===== src/rtl/imm_encoder_pkg.sv =====
// Shared definitions for the immediate encoder.
// Holds the FSM state enumeration, the rotation field width, the imm8
// field width and the last rotation value tried before giving up.
package imm_encoder_pkg;

   localparam int ROT_W   = 4;
   localparam int IMM8_W  = 8;
   localparam int IMM12_W = ROT_W + IMM8_W;

   // Last rotation index tried before the value is declared non-encodable.
   localparam logic [ROT_W-1:0] ROT_MAX = 4'd15;

   typedef enum logic [1:0] {
      IDLE   = 2'd0,
      SEARCH = 2'd1,
      DONE   = 2'd2
   } state_t;

endpackage


===== src/rtl/imm_encoder_rol32.sv =====
// 32-bit rotate-left by a variable amount (purely combinational).
// Ports:
//   data   [31:0] in  : word to rotate
//   amount [4:0]  in  : rotate-left distance in bits
//   result [31:0] out : data rotated left by amount, no bits lost
module rol32 (
   input  logic [31:0] data,
   input  logic [4:0]  amount,
   output logic [31:0] result
);

   logic [63:0] doubled;

   // Shifting a doubled copy left keeps the wrapped bits in the upper half.
   assign doubled = {data, data} << amount;
   assign result  = doubled[63:32];

endmodule


===== src/rtl/imm_encoder.sv =====
// Iterative encoder for ARM-style data-processing immediates.
// A constant is encodable when some even left-rotation of it fits in 8 bits;
// the search tries one rotation per cycle, lowest first, so the smallest
// matching rotation wins.
// Ports:
//   clk          in  : clock, rising edge
//   reset        in  : synchronous active-high reset
//   start        in  : encode request, taken only in IDLE
//   value [31:0] in  : constant to encode, captured on the accepting edge
//   busy         out : high while searching
//   done         out : one-cycle completion pulse
//   valid        out : result is encodable
//   imm12 [11:0] out : {rot, imm8}; imm8 rotated right by 2*rot gives value
//   fsm_state[1:0] out : current FSM state (debug visibility)
// Handshake: start is a request with no ready; it is accepted only on an edge
// where the FSM is in IDLE and ignored otherwise. done pulses once per accepted
// request; imm12/valid stay stable from that pulse until the next accepted start.
module imm_encoder
   import imm_encoder_pkg::*;
(
   input  logic                clk,
   input  logic                reset,
   input  logic                start,
   input  logic [31:0]         value,
   output logic                busy,
   output logic                done,
   output logic                valid,
   output logic [IMM12_W-1:0]  imm12,
   output logic [1:0]          fsm_state
);

   state_t             state;
   logic [31:0]        value_q;
   logic [ROT_W-1:0]   rot;
   logic [31:0]        cand;

   // Candidate for the current rotation index; rotate distance is 2*rot.
   rol32 u_rol32 (
      .data   (value_q),
      .amount ({rot, 1'b0}),
      .result (cand)
   );

   always_ff @(posedge clk) begin
      if (reset) begin
         state   <= IDLE;
         value_q <= '0;
         rot     <= '0;
         done    <= 1'b0;
         valid   <= 1'b0;
         imm12   <= '0;
      end else begin
         case (state)
            IDLE: begin
               done <= 1'b0;
               if (start) begin
                  value_q <= value;
                  rot     <= '0;
                  valid   <= 1'b0;
                  imm12   <= '0;
                  state   <= SEARCH;
               end
            end
            SEARCH: begin
               if (cand[31:IMM8_W] == '0) begin
                  imm12 <= {rot, cand[IMM8_W-1:0]};
                  valid <= 1'b1;
                  done  <= 1'b1;
                  state <= DONE;
               end else if (rot == ROT_MAX) begin
                  imm12 <= '0;
                  valid <= 1'b0;
                  done  <= 1'b1;
                  state <= DONE;
               end else begin
                  rot <= rot + ROT_W'(1);
               end
            end
            DONE: begin
               done  <= 1'b0;
               state <= IDLE;
            end
            default: begin
               done  <= 1'b0;
               state <= IDLE;
            end
         endcase
      end
   end

   assign busy      = (state == SEARCH);
   assign fsm_state = state;

endmodule


===== config.mk =====
export PLATFORM = sky130hd
export DESIGN_NAME = imm_encoder
export DESIGN_NICKNAME = d
export VERILOG_FILES = /design/src/rtl/imm_encoder_pkg.sv /design/src/rtl/imm_encoder_rol32.sv /design/src/rtl/imm_encoder.sv
export SDC_FILE = /design/constraint.sdc
export NUM_CORES = 1
export LEC_CHECK = 0
export BUFFER_PORTS_ARGS = -buffer_cell sky130_fd_sc_hd__buf_2
export CELL_PAD_IN_SITES_DETAIL_PLACEMENT = 0
export CELL_PAD_IN_SITES_GLOBAL_PLACEMENT = 1
export CORE_MARGIN = 3
export CORE_UTILIZATION = 25
export CTS_BUF_LIST = sky130_fd_sc_hd__clkbuf_16
export CTS_CLUSTER_SIZE = 14
export DETAILED_ROUTE_END_ITERATION = 7
export PLACE_DENSITY_LB_ADDON = 0.05
export SLEW_MARGIN = 20
export SYNTH_ARGS = -nofsm -noshare
export SYNTH_HDL_FRONTEND = slang
export SYNTH_HIERARCHICAL = 1
export SYNTH_SLANG_ARGS = --single-unit

===== constraint.sdc =====
create_clock -name clk -period 6 [get_ports clk]
set_input_delay 0.9 -clock clk [delete_from_list [all_inputs] [get_ports clk]]
set_output_delay 0.9 -clock clk [all_outputs]
set_load 0.1 [all_outputs]

==> run_results.csv <==
group,metric,value,unit
synthesis,synth_nets,369,
power,p_leak,1.55,nW
floorplan,die_y,130,µm
floorplan,dieArea,17000,µm²
sta,hold_ws,0.474,ns
detailed_routing,vias,2907,
placed_design,hpwl,8.56,mm
layout,fin_nets,400,
worst_hold_path,hold_start,"imm12[3]",
detailed_routing,wl_per_cell,20.2,µm
detailed_routing,dr.first_iter.drc_count,228,
placed_design,post_dp_cell_area,4190,µm²
sta,slew_violations,0,
synthesis,syn_area_per_cell,11.6,µm²
grt,grt_pass1_wl,17.6,mm
grt,grt_overflow,0,
layout,multi_input_area,2610,µm²
critical_path,crit_arrival,4.43,ns
detailed_routing,postRouteAntennaNets,0,
synthesis,synth_edf_count,0,
clock_tree,ctsHoldBuffers,0,
synthesis,ys_top_cells_by_area,"mux4_2 (37%), dfxtp_1 (27%), mux2_2 (9.3%)",
layout,drive_gt1_share,47.4,%
sta,setup_ws,1.81,ns
critical_path,endpoint_kind,"register",
layout,stdcell_count,549,
placed_design,numPortBuffers,51,
critical_path,startpoint,"rot[2]",
synthesis,synthCells,333,
floorplan,core_area,14800,µm²
synthesis,netlist_area,3860,µm²
grt,first_global_vias,2975,
detailed_routing,wl,11.1,mm
layout,area_growth,13.0,%
placed_design,place.gp.congestion,0.781,
sta,hold_violations,0,
clock_tree,clkTransAtPathRegs,0.07,ns
floorplan,die_w,130,µm
clock_tree,cts_tree,"done",
sta,finClkSkew,0.00801,ns
clock_tree,h-tree-depth,2,
clock_tree,cts_root_buf,"clkbuf_16",
placed_design,place_ws,1.78,ns
grt,grt_usage,13.5,%
power,power_density,214,nW/µm²
floorplan,ios,52,
placed_design,dp.cells,541,
synthesis,ys_types,36,
sta,max_slew_margin,37.7,%
sta,setup_viol_count_final,0,
job,maxCapViolations,0,
critical_path,crit_required,6.23,ns
layout,finalInstanceArea,4360,µm²
clock_tree,cts-resized-gates,0,
floorplan,start_util,26.1,%
critical_path,r2r_start,"rot[2]",
clock_tree,cts_setup_buffers,0,
layout,final_util,29.5,%
grt,antenna_found_initial,0,
detailed_routing,viasPerCell,5.30,
detailed_routing,drc,0,
critical_path,reg2reg_depth,8,
synthesis,ys_seq_area_share,27.0,%
sta,finalCritPeriodShare,69.8,%
clock_tree,cts.sink_count,52,
critical_path,startpoint_type,"register",
clock_tree,clk_latency,0.30,ns
sta,fin_setup_tns,0,ns
synthesis,synth_top_cell_by_area,"mux4_2",
critical_path,crit_type,"reg -> reg",
synthesis,post-synth-top-count-cell,"nand2_1",
layout,nFillCells,1538,
synthesis,synth_seq_cells,52,
worst_hold_path,hold_class,"reg -> reg",
sta,rsz0062_at_grt,"false",
clock_tree,clockBufferDepth,2,
floorplan,row_count,44,
detailed_routing,drt_first_pass_iters,4,
layout,diodes,0,
synthesis,ys.flop_type,"dfxtp_1",
worst_hold_path,hold_depth,1,
sta,finalCriticalPeriod,4.19,ns
power,finalPower,933,µW
synthesis,synth.top_cell.area_share,36.8,%
layout,seqCellArea,1050,µm²
power,ir_worst_vdd,0.124,mV
clock_tree,cts_buffers,5,
grt,grt_max_degree,38,
sta,tightest_slew,0.933,ns
sta,fmax,0.239,GHz
synthesis,synth.cells.most_frequent,"nand2_1 (67), mux4_2 (63), dfxtp_1 (52), a21oi_1 (33), mux2_2 (32)",
synthesis,ys_async_sr_fraction,0,%
critical_path,path_max_fanout,21,
run_status,status,"completed",
synthesis,ys_warn_count,6,
==> report_power, final <==
group          total, mW  leakage, nW  internal, mW  switching (mW)
clock              0.336       0.0804         0.199           0.137
combinational      0.208         1.05        0.0953           0.113
sequential         0.389        0.426         0.361          0.0284
total              0.933         1.55         0.655           0.279
==> worst max-delay path: stages (launching register included) <==
cell and delay (ns):
dfxtp_1 0.93, buf_4 0.36, mux4_2 0.58, mux4_2 0.54, mux2_2 0.29, nor4_2 0.17
nand4_2 0.26, nor3_2 0.71, a22o_1 0.26
==> layer usage <==
metal	part of all wire (%)	track usage (%)	wire [µm]	vias to the layer above
li1	-	-	-	1362
met1	51	20.7	5650	1483
met2	45	20.4	5030	58
met3	2.8	1.76	309	4
met4	0.68	2.81	75	0
met5	0	0	0	-
==> worst paths after layout <==
path / end / slack, ns
max: imm12[5] / 1.81
min: imm12[3] / 0.47
max reg2reg: imm12[5] / 1.81
min reg2reg: imm12[3] / 0.47
==> area by class of cell <==
cell class                 instances  area share (%)
multi-input combinational        247            59.8
sequential                        52            24.0
timing repair buffer              57            6.88
tap                              184            5.28
clock buffer                       5            2.87
clock inverter                     3            1.06
inverter                           1          0.0861
==> registers in the layout, indices dropped and copies added, names as in the netlist <==
register	cells
rot	4
fsm_state	2
value_q	32
valid	1
imm12	12
done	1
==> cell families (layout without fill, tap and decap cells) <==
| logic type | Yosys count | after routing | share of synthesized area [%] |
|---|---|---|---|
| AOI/OAI and AO/OA | 53 | 53 | 8.82 |
| DFF | 52 | 52 | 27.0 |
| muxes | 96 | 96 | 46.8 |
| and+or+nand+nor | 96 | 96 | 11.6 |
| buffers and inverters | 34 | 66 | 5.38 |
| adders and majority gates | 1 | 1 | 0.324 |
| other | 1 | 1 | 0.0972 |
==> cell usage in the layout (no fill, tap or decap), types with 2 or more instances in the layout <==
master / synthesis / routed
a21oi_1: 33 / 33
a22o_1: 12 / 12
and2_1: 2 / 2
buf_2: 5 / 51
buf_4: 1 / 6
clkbuf_16: 0 / 5
dfxtp_1: 52 / 50
mux2_2: 32 / 32
mux4_2: 63 / 63
nand2_1: 67 / 67
nand2b_1: 2 / 2
nand3_1: 7 / 7
nor2_1: 6 / 6
nor4_1: 2 / 2
nor4_2: 4 / 4
No activity file was read; power rests on OpenSTA's default activity.
